==> src/rtl/simple_out_port_if.sv <==
// Core/host handshake bundle for simple_out_port: OUT-instruction strobe bus on one side,
// show-ahead valid/ready drain on the other.
interface simple_out_port_if #(
    parameter int unsigned WIDTH = 16
);
    logic [WIDTH-1:0] out_data;
    logic             out_strobe;
    logic             cpu_stall;
    logic [WIDTH-1:0] host_data;
    logic             host_valid;
    logic             host_ready;

    modport master (
        output out_data, out_strobe, host_ready,
        input  cpu_stall, host_data, host_valid
    );

    modport slave (
        input  out_data, out_strobe, host_ready,
        output cpu_stall, host_data, host_valid
    );
endinterface

==> src/rtl/simple_out_port.sv <==
// OUT-instruction receiver: buffers core words in a show-ahead FIFO and drains them to a host.
// Define SIMPLE_OUT_LAST_EN to build the last_data register that holds the latest accepted word.
module simple_out_port #(
    parameter int unsigned DEPTH = 8,
    parameter int unsigned WIDTH = 16
) (
    input  logic                   clk,
    input  logic                   rst_n,
    simple_out_port_if.slave       bus,
    input  logic                   clear,
    output logic [$clog2(DEPTH):0] count,
    output logic                   overflow,
    output logic [WIDTH-1:0]       last_data
);
    localparam int unsigned AW = $clog2(DEPTH);
    localparam int unsigned CW = AW + 1;
    localparam logic [CW-1:0] FULL_COUNT = CW'(DEPTH);

    logic [WIDTH-1:0] mem [DEPTH];
    logic [AW-1:0]    wp_q, rp_q;
    logic [CW-1:0]    count_q, count_d;
    logic             overflow_q;
    logic             full, pop, push, drop;

    always_comb begin
        full = (count_q == FULL_COUNT);
        pop  = (count_q != '0) && bus.host_ready;
        // A pop in the same cycle frees a slot, so a strobe while full is still accepted.
        push = bus.out_strobe && (!full || pop);
        drop = bus.out_strobe && full && !pop;
        count_d = count_q;
        if (push && !pop) begin
            count_d = count_q + CW'(1);
        end else if (pop && !push) begin
            count_d = count_q - CW'(1);
        end
    end

    always_ff @(posedge clk) begin
        if (push && !clear) begin
            mem[wp_q] <= bus.out_data;
        end
    end

    always_ff @(posedge clk or negedge rst_n) begin
        if (!rst_n) begin
            wp_q       <= '0;
            rp_q       <= '0;
            count_q    <= '0;
            overflow_q <= 1'b0;
        end else if (clear) begin
            wp_q       <= '0;
            rp_q       <= '0;
            count_q    <= '0;
            overflow_q <= 1'b0;
        end else begin
            if (push) begin
                wp_q <= wp_q + AW'(1);
            end
            if (pop) begin
                rp_q <= rp_q + AW'(1);
            end
            count_q <= count_d;
            if (drop) begin
                overflow_q <= 1'b1;
            end
        end
    end

    assign bus.cpu_stall  = full;
    assign bus.host_valid = (count_q != '0);
    // Gated so the head reads zero out of reset even though the storage array is not reset.
    assign bus.host_data  = bus.host_valid ? mem[rp_q] : '0;
    assign count          = count_q;
    assign overflow       = overflow_q;

`ifdef SIMPLE_OUT_LAST_EN
    logic [WIDTH-1:0] last_q;

    always_ff @(posedge clk or negedge rst_n) begin
        if (!rst_n) begin
            last_q <= '0;
        end else if (push && !clear) begin
            last_q <= bus.out_data;
        end
    end

    assign last_data = last_q;
`else
    assign last_data = '0;
`endif
endmodule

==> src/flat_wrapper.sv <==
// flat-port wrapper written by rule: the top's interface ports become plain ports
module simple_out_port_flat 
#(
    parameter int unsigned DEPTH = 8,
    parameter int unsigned WIDTH = 16
)
  (clk, rst_n, clear, count, overflow, last_data, bus_out_data, bus_out_strobe, bus_host_ready, bus_cpu_stall, bus_host_data, bus_host_valid);
  simple_out_port_if #(.WIDTH(WIDTH)) bus_i ();
  input  logic clk;
  input  logic rst_n;
  input  logic clear;
  output logic [$clog2(DEPTH):0] count;
  output logic overflow;
  output logic [WIDTH-1:0] last_data;
  input wire logic [$bits(bus_i.out_data)-1:0] bus_out_data;
  input wire logic [$bits(bus_i.out_strobe)-1:0] bus_out_strobe;
  input wire logic [$bits(bus_i.host_ready)-1:0] bus_host_ready;
  output wire logic [$bits(bus_i.cpu_stall)-1:0] bus_cpu_stall;
  output wire logic [$bits(bus_i.host_data)-1:0] bus_host_data;
  output wire logic [$bits(bus_i.host_valid)-1:0] bus_host_valid;
  assign bus_i.out_data = bus_out_data;
  assign bus_i.out_strobe = bus_out_strobe;
  assign bus_i.host_ready = bus_host_ready;
  assign bus_cpu_stall = bus_i.cpu_stall;
  assign bus_host_data = bus_i.host_data;
  assign bus_host_valid = bus_i.host_valid;
  simple_out_port #(.DEPTH(DEPTH), .WIDTH(WIDTH)) u_core (.clk(clk), .rst_n(rst_n), .bus(bus_i), .clear(clear), .count(count), .overflow(overflow), .last_data(last_data));
endmodule
==> config.mk <==
export PLATFORM = sky130hd
export DESIGN_NAME = simple_out_port_flat
export DESIGN_NICKNAME = d
export VERILOG_FILES = /design/src/rtl/simple_out_port_if.sv /design/src/rtl/simple_out_port.sv /design/src/flat_wrapper.sv
export SDC_FILE = /design/constraint.sdc
export NUM_CORES = 1
export LEC_CHECK = 0
export CORE_ASPECT_RATIO = 0.6
export CORE_UTILIZATION = 60
export CTS_CLUSTER_DIAMETER = 50
export DETAILED_ROUTE_END_ITERATION = 12
export GPL_ROUTABILITY_DRIVEN = 0
export PLACE_DENSITY = 0.88
export SLEW_MARGIN = 20
export SYNTH_ARGS = -nofsm -noshare
export SYNTH_HDL_FRONTEND = slang
export SYNTH_SLANG_ARGS = --single-unit
==> constraint.sdc <==
create_clock -name clk -period 5.8 [get_ports clk]
set_clock_uncertainty 0.15 [all_clocks]
set_input_delay 1.16 -clock clk [delete_from_list [all_inputs] [get_ports clk]]
set_output_delay 1.16 -clock clk [all_outputs]
set_load 0.02 [all_outputs]
==> impl_metrics.csv <==
group,metric,value,unit
critical_path,worst_ep_arrival_time,2.74,ns
clock_tree,clock_latency,0.41,ns
cells_and_area,nets,389,
timing,timing.final.max_slew_violations,0,
clock_tree,cts_tree,"built",
synth,ys_ff_latch,139,
synth,synth_top_area_share,66.70,%
routing,finalWirelength,11.02,mm
synth,synth_top_family_by_area,"multiplexers",
timing,finalHoldViolCount,0,
placement,pre_cts_slack,1.874,ns
synth,postSynthCellCount,312,
clock_tree,postCtsHoldBufs,0,
routing,num_vias,2931,
critical_path,crit_path_end_kind,"output pin",
floorplan,start_util,62.26,%
synth,yosys-top-cells-count,"128 x edfxtp_1, 32 x mux4_2, 31 x nor2_1, 18 x mux2i_1, 17 x buf_4",
critical_path,worst-path-max-fanout,34,
flow_run,drv_cap,0,
synth,yosysSeqAreaShare,71.47,%
global_routing,grt_use_met2,40.54,%
synth,yosys.area_share.simple,4.776,%
cells_and_area,area_growth,19.30,%
synth,yosys_warnings,0,
synth,yosys.area.top_type,"edfxtp_1",
routing,wl_per_cell,21.78,um
routing,initialDrtViolationCount,186,
timing,max_freq,246.7,MHz
pwr,pwr_density_cell,451.2,nW/um2
global_routing,grt_start_max_net_pins,35,
floorplan,dieArea,10010,um2
timing,finalWorstSetupSlack,1.746,ns
timing,min_period,4.054,ns
routing,detail-route-antenna-nets,0,
timing,finalSetupTns,0,ns
global_routing,grt_pass1_wl,16.61,mm
floorplan,ios,60,
floorplan,fp.coreArea,9256,um2
global_routing,grt.busiest_layer,"met2",
synth,synthAdderAreaFrac,1.216,%
hold_path,hp-class,"flip-flop to flip-flop",
timing,fin_crit_sh,69.90,%
synth,synth_compound_area_share,1.780,%
timing,worst_slew_pin_slew,1.091,ns
clock_tree,htreeDepth,4,
pwr,p_total,0.003102,W
global_routing,antenna_found_initial,0,
clock_tree,cts_buffer_depth,2,
clock_tree,cts_sinks,139,
routing,drtPass1Iterations,4,
synth,yosysMostFrequentCell,"edfxtp_1",
routing,remaining_drc_errors,0,
global_routing,overflow,0,
floorplan,rows,27,
synth,synth.distinct_cells,39,
placement,dp.final_hpwl,6.277,mm
clock_tree,cts.repair.resized,0,
routing,viasPerCell,5.792,
cells_and_area,nFillCells,529,
synth,synth_edf_count,128,
cells_and_area,drive_above_1_share,21.28,%
synth,avgSynthCellArea,18.47,um2
clock_tree,path_clk_slew,0.06,ns
timing,rsz0062_at_grt,"false",
floorplan,die_x,128.5,um
pwr,peakVddDrop,0.0002500,V
synth,async_reset_ff_share,7.914,%
synth,synth_ff_type,"edfxtp_1",
cells_and_area,antenna_cells,0,
synth,synth.mux.area_fraction,15.83,%
clock_tree,cts_setup_buffers,0,
clock_tree,cts_root_buf,"clkbuf_16",
global_routing,grt_pass1_vias,3004,
status,status,"completed",
global_routing,grt_use_met3,7.172,%
pwr,leakagePower,2.277,nW
clock_tree,cts_made_buffers,17,
global_routing,gr-usage-met1,30.67,%
timing,setup_viol,0,
critical_path,required,4.49,ns
global_routing,grt_use_total,24.23,%
critical_path,worstSetupPathType,"flip-flop to output pin",
floorplan,die_h,77.92,um
synth,synth-xor-area-share,1.064,%
synth,syn-cell-area,5763,um2
critical_path,setup.worst_path.start_class,"flip-flop",
timing,relSlewSlack,27.25,%
synth,yosys-top-cells-area,"edfxtp_1 67%, mux4_2 13%, dfrtp_1 4.8%, mux2i_1 3.1%, buf_4 2.2%",
placement,io_buffers,43,
per-stage QoR:
stage	instance area, um2	util, %	cells	hold slack (ns)
5_1_grt	6875	74.28	506	0.3875
6_report	6875	74.28	506	0.3588
2_1_floorplan	5819	-	327	0.4353
3_3_place_gp	6314	68.21	474	0.3248
3_5_place_dp	6314	68.21	474	0.3445
4_1_cts	6873	74.25	506	0.3543
kinds of logic (layout without fill, tap and decap cells):
kind of cell    after synthesis  in the layout
other cells                   1             16
xor+xnor                      7              7
fa+ha+maj                     5              5
compound gates               13             13
buf+inv                      39             88
flops                       139            139
mux                          51             51
simple gates                 57             57
registers in the layout, indices dropped and copies added (netlist names):
| name | cells |
|---|---|
| u_core.count | 4 |
| u_core.mem | 128 |
| u_core.overflow | 1 |
| u_core.rp_q | 3 |
| u_core.wp_q | 3 |
power breakdown:
part | internal [W] | switching (W)
Clock | 0.000624 | 0.000390
Sequential | 0.00114 | 0.000101
Combinational | 0.000424 | 0.000425
Total | 0.00219 | 0.000916
area by class of cell:
type                    instances  area [um2]  share of cell area (%)
inverters                       5       18.77                  0.2730
clock buffers                  18       429.2                   6.242
repair buffers                 51       490.5                   7.134
clock inverters                14       130.1                   1.893
multi-input cells             149        1521                   22.13
flip-flops and latches        139        4123                   59.96
well taps                     130       162.7                   2.366
worst max-delay path, stage by stage (launching register included):
cell,delay [ns]
dfrtp_4,0.88
mux4_2,0.60
mux2i_1,0.21
nor2_1,0.07
clkdlybuf4s50_1,0.56
path summary, 6_finish.rpt:
| check | cells past startpoint | end | start | slack, ns |
|---|---|---|---|---|
| worst max-delay path | 4 | bus_host_data[10] | u_core.rp_q[0]$_DFFE_PN0P_ | 1.75 |
| worst min-delay path | 2 | u_core.overflow$_DFFE_PN0P_ | u_core.overflow$_DFFE_PN0P_ | 0.36 |
| worst max register to register | 7 | u_core.count[3]$_DFFE_PN0P_ | u_core.count[3]$_DFFE_PN0P_ | 2.97 |
| worst min register to register | 2 | u_core.overflow$_DFFE_PN0P_ | u_core.overflow$_DFFE_PN0P_ | 0.36 |
| max in group asynchronous | 1 | u_core.rp_q[0]$_DFFE_PN0P_ | rst_n | 4.14 |
| min in group asynchronous | 1 | u_core.count[0]$_DFFE_PN0P_ | rst_n | 0.95 |
per-layer routing:
layer | routed length (um) | up-vias
li1 | - | 1293
met1 | 4239 | 1490
met2 | 5632 | 139
met3 | 1041 | 9
met4 | 107 | 0
met5 | 0 | -
layout by cell type, fill, tap and decap left out, drive strengths merged, types with 8 or more instances in the layout:
| cell type | count |
|---|---|
| conb | 16 |
| edfxtp | 128 |
| clkinv | 8 |
| buf | 8 |
| mux4 | 32 |
| nor2 | 32 |
| clkbuf | 18 |
| mux2i | 18 |
| clkdlybuf4s50 | 43 |
| dfrtp | 11 |
No activity file was read; power rests on OpenSTA's default activity.
